### src/rtl/muldiv_iter.sv
// Iterative MULT/MULTU/DIV/DIVU unit: one bit per cycle on operand magnitudes,
// sign fix-up in a final cycle, cancellable from the exception flush.
//
// state | meaning
// IDLE  | waiting for start_i
// CALC  | shift-add / restoring-divide iterations, counter counts down to 0
// FIX   | sign correction, HI/LO written
// DONE  | ready_o asserted, result valid
module muldiv_iter #(
  parameter int WIDTH = 32
) (
  input  logic             clk,
  input  logic             rst,
  input  logic             start_i,
  input  logic [1:0]       op_i,
  input  logic [WIDTH-1:0] a_i,
  input  logic [WIDTH-1:0] b_i,
  input  logic             cancel_i,
  output logic             busy_o,
  output logic             ready_o,
  output logic [WIDTH-1:0] hi_o,
  output logic [WIDTH-1:0] lo_o,
  output logic             div_zero_o
);

  localparam int CW = $clog2(WIDTH) + 1;

  typedef enum logic [1:0] {IDLE, CALC, FIX, DONE} state_t;

  state_t             state_q;
  logic [CW-1:0]      cnt_q;
  logic               is_div_q, neg_q, sign_a_q;
  logic [WIDTH-1:0]   opnd_q;
  logic [2*WIDTH-1:0] acc_q, acc_d;
  logic [WIDTH-1:0]   hi_q, lo_q;
  logic               dz_q;

  logic               is_signed, div_zero, accept;
  logic [WIDTH-1:0]   mag_a, mag_b, addend;
  logic [WIDTH:0]     mul_sum, div_shift, div_diff;
  logic [WIDTH-1:0]   fix_hi, fix_lo;
  logic [2*WIDTH-1:0] prod_fix;

  always_comb begin
    is_signed = ~op_i[0];
    div_zero  = op_i[1] & (b_i == '0);
    accept    = start_i & ~cancel_i & ((state_q == IDLE) | (state_q == DONE));
    mag_a     = (is_signed & a_i[WIDTH-1]) ? -a_i : a_i;
    mag_b     = (is_signed & b_i[WIDTH-1]) ? -b_i : b_i;
    busy_o    = ~rst & ((state_q == CALC) | (state_q == FIX) | (accept & ~div_zero));
  end

  // acc_q holds {partial product, multiplier} or {remainder, quotient/dividend}
  always_comb begin
    addend    = acc_q[0] ? opnd_q : '0;
    mul_sum   = {1'b0, acc_q[2*WIDTH-1:WIDTH]} + {1'b0, addend};
    div_shift = acc_q[2*WIDTH-1:WIDTH-1];
    div_diff  = div_shift - {1'b0, opnd_q};
    if (is_div_q) begin
      if (!div_diff[WIDTH]) acc_d = {div_diff[WIDTH-1:0], acc_q[WIDTH-2:0], 1'b1};
      else                  acc_d = {div_shift[WIDTH-1:0], acc_q[WIDTH-2:0], 1'b0};
    end else begin
      acc_d = {mul_sum, acc_q[WIDTH-1:1]};
    end
  end

  always_comb begin
    prod_fix = neg_q ? -acc_q : acc_q;
    if (is_div_q) begin
      fix_lo = neg_q ? -acc_q[WIDTH-1:0] : acc_q[WIDTH-1:0];
      fix_hi = sign_a_q ? -acc_q[2*WIDTH-1:WIDTH] : acc_q[2*WIDTH-1:WIDTH];
    end else begin
      fix_lo = prod_fix[WIDTH-1:0];
      fix_hi = prod_fix[2*WIDTH-1:WIDTH];
    end
  end

  always_ff @(posedge clk) begin
    if (rst) begin
      state_q  <= IDLE;
      cnt_q    <= '0;
      is_div_q <= 1'b0;
      neg_q    <= 1'b0;
      sign_a_q <= 1'b0;
      opnd_q   <= '0;
      acc_q    <= '0;
      hi_q     <= '0;
      lo_q     <= '0;
      dz_q     <= 1'b0;
    end else begin
      dz_q <= 1'b0;
      if (cancel_i) begin
        state_q <= IDLE;
      end else begin
        case (state_q)
          IDLE, DONE: begin
            if (start_i) begin
              is_div_q <= op_i[1];
              neg_q    <= is_signed & (a_i[WIDTH-1] ^ b_i[WIDTH-1]);
              sign_a_q <= is_signed & a_i[WIDTH-1];
              opnd_q   <= op_i[1] ? mag_b : mag_a;
              acc_q    <= {{WIDTH{1'b0}}, (op_i[1] ? mag_a : mag_b)};
              if (div_zero) begin
                state_q <= DONE;
                hi_q    <= a_i;
                lo_q    <= '1;
                dz_q    <= 1'b1;
              end else begin
                state_q <= CALC;
                cnt_q   <= CW'(WIDTH - 1);
              end
            end else begin
              state_q <= IDLE;
            end
          end
          CALC: begin
            acc_q <= acc_d;
            if (cnt_q == '0) state_q <= FIX;
            else             cnt_q   <= cnt_q - CW'(1);
          end
          FIX: begin
            hi_q    <= fix_hi;
            lo_q    <= fix_lo;
            state_q <= DONE;
          end
          default: state_q <= IDLE;
        endcase
      end
    end
  end

  assign ready_o    = (state_q == DONE);
  assign hi_o       = hi_q;
  assign lo_o       = lo_q;
  assign div_zero_o = dz_q;

endmodule

### config.mk
export PLATFORM = sky130hd
export DESIGN_NAME = muldiv_iter
export DESIGN_NICKNAME = d
export VERILOG_FILES = /design/src/rtl/muldiv_iter.sv
export SDC_FILE = /design/constraint.sdc
export NUM_CORES = 1
export LEC_CHECK = 0
export BUFFER_PORTS_ARGS = -buffer_cell sky130_fd_sc_hd__buf_4
export CAP_MARGIN = 0
export CELL_PAD_IN_SITES_DETAIL_PLACEMENT = 1
export CELL_PAD_IN_SITES_GLOBAL_PLACEMENT = 2
export CORE_AREA = 3 3 230 210
export CTS_CLUSTER_DIAMETER = 50
export DETAILED_ROUTE_END_ITERATION = 7
export DIE_AREA = 0 0 233 213
export PLACE_DENSITY_LB_ADDON = 0.1
export SLEW_MARGIN = 0
export SYNTH_ARGS = -nofsm -noshare
export SYNTH_HDL_FRONTEND = slang
export SYNTH_SLANG_ARGS = --single-unit
### constraint.sdc
create_clock -name clk -period 3.8 [get_ports clk]
set_input_delay 1.14 -clock clk [delete_from_list [all_inputs] [get_ports clk]]
set_output_delay 1.14 -clock clk [all_outputs]
set_load 0.1 [all_outputs]
-- After elaboration in Yosys (flattened, before gate mapping)
Cells that the tools add are included.
- register bits: 172
- output and inout bits: 67
- $add $sub $neg: 8
- equality and inequality tests: 8
- muxes and demuxes: 29
- bitwise logic cells: 18
- reduce and logical (&&, ||, !) cells: 12
- operators with widths (kind ; number):
    2-to-1 mux 32 bit ; 13
    2-to-1 mux 64 bit ; 4
    negator 32 bit ; 4
    one-hot mux 32 bit (2 select lines) ; 2
    one-hot mux 64 bit (2 select lines) ; 1
    negator 64 bit ; 1
    adder 32 x 32 -> 33 bit ; 1
    subtractor 33 x 32 -> 33 bit ; 1
    zero test 32 bit ; 1
    2-to-1 mux 6 bit ; 3
    one-hot mux 6 bit (2 select lines) ; 1
    AND 1 bit ; 8
    != test 2 bit (second input constant) ; 4
    zero test 6 bit ; 1
    2-to-1 mux 2 bit ; 3
    NOT 1 bit ; 6
    one-hot mux 2 bit (3 select lines) ; 1
    AND reduction 3 bit ; 2
    subtractor 6 x 1 -> 6 bit (second input constant) ; 1
    AND reduction 5 bit ; 1
    equality test 2 bit (second input constant) ; 2
    AND reduction 4 bit ; 1
    nonzero test 2 bit ; 2
    OR reduction 2 bit ; 2
    other kinds (7) ; 9

-- Logic depth before layout (Yosys ltp)
Gate-level depths: netlist of run 1.
- depth in word-level cells: 6
- gate-level depth with buffers: 14
- gate-level depth less buffers: 13

-- Least setup slack after synthesis of run 1
No wires, ideal clock.
- path kind: input to output
- start: in b_i[0]
- end: out busy_o
- data arrival time: 3.479 ns
- required time: 2.660 ns
- setup slack: -0.819 ns
- cell stages on the path: 7
- cells stage by stage: inv_1 -> ha_1 -> and4_1 -> and3_1 -> nand4b_1 -> nand3b_1 -> a21oi_1
- longest elaborated chain between the ends: 6
- ends and longest elaborated chain (what ; line ; RTL):
    start, declared ; 17 ; input logic [WIDTH-1:0] b_i,
    zero test 32 bit ; 46 ; div_zero = op_i[1] & (b_i == '0);
    AND 1 bit ; 46 ;
    NOT 1 bit ; 50 ; busy_o = ~rst & ((state_q == CALC) | (state_q == FIX) | (accept & ~div_zero));
    AND 1 bit ; 50 ;
    OR 1 bit ; 50 ;
    AND 1 bit ; 50 ;
    end, declared ; 19 ; output logic busy_o,
No other way between the ends.

-- Worst setup path after layout of run 1
- start: in b_i[26]
- end: out busy_o
The elaborated chain is that of the path after synthesis.

==> flow_metrics.py, run 1 <==
metrics = {
    "cells_and_area": {
        "stdcell_count": 2820,
        "final_common_cell": "buf_4",
        "drive_gt1_frac": 0.186,
        "mostFrequentLayoutCells": "291 x buf_4, 242 x nor2_1, 176 x nand2_1, 171 x dfxtp_1, 168 x a21oi_1",
        "final_area_mm2": 0.0182,
        "final_nets": 2336,
        "antenna-diode-count": 0,
        "area_growth_pct": 24.1,
    },
    "timing": {
        "finalSetupViolCount": 1,
        "setup_slack_ns": -0.0350,
        "grt_setup_unrepaired": "yes",
        "fin_crit_sh": 1.01,
        "fmax_ghz": 0.261,
        "finalMaxSlewViolations": 0,
        "fin_skew_ns": 0.0137,
        "finalCriticalPeriod_ns": 3.83,
        "slew_headroom": 0.449,
        "hold_viol": 0,
        "tightest_slew_ns": 0.827,
    },
    "clock_network": {
        "clock_latency_ns": 0.48,
        "cts_buffers": 17,
        "clk_path_buf_depth": 2,
        "htreeDepth": 4,
        "clock-root-buffer": "clkbuf_16",
        "path_clk_slew_ns": 0.07,
        "clock-sinks": 172,
        "cts_tree": "done",
    },
    "synthesis": {
        "yosys.area_share.simple": 0.220,
        "synth_edf_count": 0,
        "synth_top_family_by_area": "compound AO/OA/AOI/OAI gates",
        "syn_area_mm2": 0.0147,
        "synth_fa_ha_area_frac": 0.0650,
        "synthXorXnorAreaFrac": 0.0991,
        "async_flop_share": 0,
        "ys_seq_area_frac": 0.235,
        "syn_area_per_cell_um2": 7.37,
        "yosys_warnings": 0,
        "ys_types": 77,
        "synth-compound-area-share": 0.281,
        "synth.area.mux_share": 0.0497,
        "syn_inst": 1989,
        "synth_nets": 2134,
        "ys_ff_latch": 172,
        "synth_flop_cell": "dfxtp_1",
    },
    "power_and_ir_drop": {
        "p_clk_frac": 0.354,
        "internal_power_mw": 3.56,
        "p_per_area_mw_per_mm2": 307,
        "pwr-share-comb": 0.296,
        "ir_drop_v": 0.000297,
        "p_sw_frac": 0.362,
        "seqPwrFrac": 0.350,
        "switchingPower_mw": 2.02,
        "leakage_nw": 7.47,
    },
    "place": {
        "placedCellCount": 2781,
        "dp_hpwl_mm": 50.2,
        "placed_cell_area_mm2": 0.0174,
        "numPortBuffers": 136,
        "place_congestion": 0.874,
    },
    "setup_path": {
        "rr_worst_depth": 14,
        "slowest_stage": "or4_4",
        "crit_buf_inv": 2,
        "critPathArrivalTime_ns": 2.69,
        "ff2ff_setup_slack_ns": 0.18,
        "required_ns": 2.66,
        "critical_path_class": "in -> out",
        "reg2reg_from": "opnd_q[5]",
        "worst-path-stages": 8,
        "cp-start-kind": "primary input",
        "crit_fanout": 2,
        "cp_top_family": "simple AND/OR/NAND/NOR gates",
        "crit_chain": "buf_4 > or3_4 > or4_4 > nor2_4 > nand4b_1 > nand3b_1 > a21oi_4 > buf_12",
        "r2r_end": "acc_q[47]",
        "max_stage_delay_ns": 0.45,
        "critPathCaptureType": "output pin",
    },
    "floorplan": {
        "num_rows": 75,
        "pin_count": 137,
        "die_y_um": 213,
        "dieArea_mm2": 0.0496,
        "core-area_mm2": 0.0463,
        "die_x_um": 233,
        "initial_core_util": 0.317,
    },
    "grt": {
        "grt-ovfl-total": 0,
        "grt_pass1_wl_mm": 96.7,
        "antenna_found_initial": 1,
        "grt_max_degree": 145,
        "track_usage": 0.254,
        "grt_pass1_vias": 15900,
    },
    "job": {
        "drv_cap": 0,
    },
    "worst_hold_path": {
        "worst_hold_path.endpoint": "opnd_q[22]",
        "hp-class": "reg -> reg",
        "hold_start": "opnd_q[22]",
        "hold_depth": 2,
    },
    "routing": {
        "drt_iter0_drc": 1007,
        "drc_errors": 0,
        "dr.pass1.iters": 5,
        "wl_per_cell_um": 22.5,
        "route.vias.total": 15900,
        "routed_wl_mm": 63.6,
        "drtAntennaViolNets": 0,
        "post_drt_via_cell_ratio": 5.65,
    },
    "status": {
        "violations": "setup timing",
        "status": "finished, violations left",
    },
}
## area by class of cell
class                      count  area (um^2)
fill                        5679        28100
multi-input combinational   1626        10600
sequential                   172         3440
timing repair buffer         307         2460
tap                          616          771
clock buffer                  18          429
inverter                      67          251
clock inverter                14          195
## cell families after synthesis
family,Yosys count
adder cells (fa/ha/maj),75
AND/OR/NAND/NOR,687
XOR/XNOR,166
AO/OA/AOI/OAI,627
flip-flops,172
buffers and inverters,191
multiplexers,71
## metrics by stage
step                      hold WS, ns  total power, mW  setup WS (ns)  TNS, ns   util
after global placement          0.444             3.60         -0.207   -0.207  0.376
after CTS                       0.460             5.61        -0.0806  -0.0806  0.391
final                           0.454             5.58        -0.0350  -0.0350  0.393
after detailed placement        0.450             3.62         -0.243   -0.350  0.376
after floorplan                 0.432             2.95         0.0265        0      -
after global routing            0.483             5.85         -0.103   -0.103  0.393
## sequential cells by signal, indices dropped and copies added, names as in the netlist
register / cells
opnd_q: 32
acc_q: 64
hi_o: 32
lo_o: 32
cnt_q: 6
state_q: 2
div_zero_o: 1
is_div_q: 1
sign_a_q: 1
neg_q: 1
## worst max-delay path by stage
stage | slack (ns) | from | to
CTS | -0.08 | b_i[14] | busy_o
global placement | -0.21 | b_i[21] | busy_o
global route | -0.10 | b_i[26] | busy_o
floorplan | 0.03 | b_i[9] | busy_o
finish | -0.03 | b_i[26] | busy_o
detailed placement | -0.24 | b_i[21] | busy_o
## worst register-to-register path: stages (launching register included)
cell       delay (ns)
dfxtp_1          0.41
inv_1            0.10
ha_1             0.32
a21o_1           0.20
a211o_1          0.28
o21a_1           0.28
o2111ai_2        0.32
a21oi_1          0.14
buf_4            0.16
o31ai_1          0.31
nand2_1          0.26
buf_4            0.24
buf_4            0.14
a211oi_1         0.24
o21ai_1          0.10
## Yosys cell counts, drive strengths merged, types with 46 or more instances
master / number / area (um^2)
xor2: 89 / 780
a211oi: 68 / 510
o211ai: 46 / 345
nor2: 248 / 933
inv: 66 / 248
mux2i: 57 / 571
o21ai: 121 / 606
xnor2: 77 / 674
nor3: 62 / 310
dfxtp: 172 / 3440
nand2: 176 / 661
a21oi: 169 / 846
clkbuf: 106 / 398
ha: 73 / 913
## routing by layer
metal  vias up  part of all wire  global-route usage
li1       7646                 -                   -
met1      7903              0.50               0.368
met2       321              0.45               0.397
met3        61             0.036              0.0330
met4         2             0.022              0.0696
met5         -           0.00019                   0
## power groups by stage
stage / clock [mW] / combinational [mW] / sequential, mW
after global routing: 2.09 / 1.80 / 1.97
final: 1.98 / 1.65 / 1.95
after global placement: 0 / 1.61 / 1.99
after floorplan: 0 / 0.954 / 2.00
after CTS: 2.02 / 1.64 / 1.95
after detailed placement: 0 / 1.62 / 2.00
## timing repair
item                       CTS  global route
setup endpoints to repair    2            29
hold buffers                 0             0
resized for setup           15            15
buffers inserted             3             4
pin swaps                    7             6
Note: power is estimated with default switching activity, not from simulation.
==> run 2, diff against run 1 <==
--- a/config.mk
+++ b/config.mk
@@ -14,6 +14,7 @@
 export DETAILED_ROUTE_END_ITERATION = 7
 export DIE_AREA = 0 0 233 213
 export PLACE_DENSITY_LB_ADDON = 0.1
+export SETUP_SLACK_MARGIN = 0.2
 export SLEW_MARGIN = 0
 export SYNTH_ARGS = -nofsm -noshare
 export SYNTH_HDL_FRONTEND = slang
==> flow_metrics.py, run 2 (synthesized netlist as in run 1, its figures left out) <==
metrics = {
    "setup_path": {
        "startpoint": "b_i[14]",
        "crit_chain": "buf_6 > or4_4 > nor3_4 > and3_4 > nand4b_1 > nand3b_1 > a21oi_4 > buf_12",
        "required_ns": 2.66,
        "reg2reg_from": "acc_q[0]",
        "rr_worst_depth": 11,
        "critical_path_class": "in -> out",
        "critPathCaptureType": "output pin",
        "cp_top_family": "simple AND/OR/NAND/NOR gates",
        "cp-start-kind": "primary input",
        "slowest_stage": "or4_4",
        "critPathArrivalTime_ns": 2.74,
        "crit_buf_inv": 2,
        "worst-path-stages": 8,
        "crit_fanout": 2,
        "max_stage_delay_ns": 0.55,
    },
    "cells_and_area": {
        "final_util": 0.392,
        "ff_latch_area_mm2": 0.00344,
        "largest_reg_flops": 64,
        "drive_gt1_frac": 0.186,
        "area_growth_pct": 23.7,
        "top_register": "acc_q",
        "final_common_cell": "buf_4",
        "final_nets": 2321,
        "mostFrequentLayoutCells": "278 x buf_4, 242 x nor2_1, 176 x nand2_1, 171 x dfxtp_1, 161 x a21oi_1",
        "multi_input_comb_area_mm2": 0.0107,
        "final_area_mm2": 0.0181,
        "fillers": 5651,
    },
    "grt": {
        "track_usage": 0.257,
        "antenna_found_initial": 2,
        "grt_pass1_wl_mm": 97.7,
        "grt-ovfl-total": 0,
        "grt_pass1_vias": 16000,
        "grt_max_degree": 117,
    },
    "place": {
        "placed_cell_area_mm2": 0.0173,
        "place_congestion": 0.946,
        "place_ws_ns": -0.246,
        "numPortBuffers": 136,
        "dp_hpwl_mm": 50.9,
    },
    "status": {
        "status": "finished, violations left",
        "violations": "setup timing",
    },
    "power_and_ir_drop": {
        "ir_drop_v": 0.000275,
        "p_per_area_mw_per_mm2": 307,
        "p_total_mw": 5.58,
        "leakage_nw": 7.37,
    },
    "timing": {
        "fin_crit_sh": 1.02,
        "finalMaxSlewViolations": 0,
        "fin_setup_tns_ns": -0.0820,
        "setup_slack_ns": -0.0820,
        "tightest_slew_ns": 1.10,
        "slew_headroom": 0.264,
        "fmax_ghz": 0.258,
        "fin_skew_ns": 0.0128,
        "hold_viol": 0,
        "finalSetupViolCount": 1,
        "grt_setup_unrepaired": "yes",
        "finalCriticalPeriod_ns": 3.88,
    },
    "routing": {
        "post_drt_via_cell_ratio": 5.66,
        "dr.pass1.iters": 5,
        "drc_errors": 0,
        "route.vias.total": 15900,
        "drtAntennaViolNets": 0,
        "wl_per_cell_um": 23.0,
        "routed_wl_mm": 64.7,
        "drt_iter0_drc": 983,
    },
    "clock_network": {
        "clock-sinks": 172,
        "path_clk_slew_ns": 0.08,
        "cts_buffers": 17,
        "clock_latency_ns": 0.48,
        "htreeDepth": 4,
        "clock-root-buffer": "clkbuf_16",
        "cts_tree": "done",
        "clk_path_buf_depth": 2,
    },
    "floorplan": {
        "num_rows": 75,
        "initial_core_util": 0.317,
        "dieArea_mm2": 0.0496,
        "die_y_um": 213,
        "core-area_mm2": 0.0463,
        "pin_count": 137,
        "die_x_um": 233,
    },
    "worst_hold_path": {
        "hp-class": "reg -> reg",
        "hold_start": "opnd_q[6]",
        "hold_depth": 2,
    },
    "job": {
        "drv_cap": 0,
    },
}
==> run 2: cell types whose count changed in the layout (fill, tap and decap cells not counted), sizes merged <==
| cell | before | now |
|---|---|---|
| buf | 307 | 292 |
| clkbuf | 18 | 17 |
| clkinv | 3 | 6 |
| diode | 0 | 2 |
| inv | 74 | 72 |
==> run 2: power by group <==
part	switching (mW)	internal, mW	leakage [nW]
Clock	0.919	1.06	0.307
Combinational	1.02	0.614	5.67
Sequential	0.0842	1.87	1.40
==> run 2: path summary, 6_finish.rpt <==
kind / to / slack, ns
min: opnd_q[6] / 0.46
max: busy_o / -0.08
max reg2reg: hi_o[30] / 0.43
min reg2reg: opnd_q[6] / 0.46
==> run 2: per-layer routing <==
layer | global-route usage | up-vias | share of wire
met1 | 0.361 | 7869 | 0.48
li1 | - | 7625 | -
met2 | 0.401 | 331 | 0.44
met4 | 0.0724 | 0 | 0.025
met5 | 0 | - | 0
met3 | 0.0507 | 71 | 0.049
==> run 2: worst register-to-register path, stage by stage (launching register included) <==
cell	delay (ns)
dfxtp_1	0.33
inv_1	0.18
ha_1	0.21
or3b_2	0.49
or4_4	0.60
nor3_4	0.31
a21oi_1	0.15
buf_4	0.22
a21oi_1	0.20
xnor2_1	0.21
mux2i_1	0.13
a211oi_1	0.26
==> run 2: cell type report <==
type                            count  area share
Multi-Input combinational cell   1626       0.591
Sequential cell                   172       0.190
Timing Repair Buffer              292       0.128
Tap cell                          616      0.0425
Clock buffer                       17      0.0234
Inverter                           67      0.0139
Clock inverter                     15      0.0114
Antenna cell                        2    0.000276
==> run 2: stage by stage <==
step           hold slack, ns  cells
4_1_cts                 0.461   2805
5_1_grt                 0.476   2807
2_1_floorplan           0.432   1989
3_5_place_dp            0.450   2772
3_3_place_gp            0.440   2772
6_report                0.457   2807
==> run 2: timing repair <==
action                                  in CTS  in global routing
gates resized for setup                     17                 30
setup buffers                                1                  0
hold buffers                                 0                  0
pin swaps                                    4                  9
endpoints found under the setup margin      34                 38
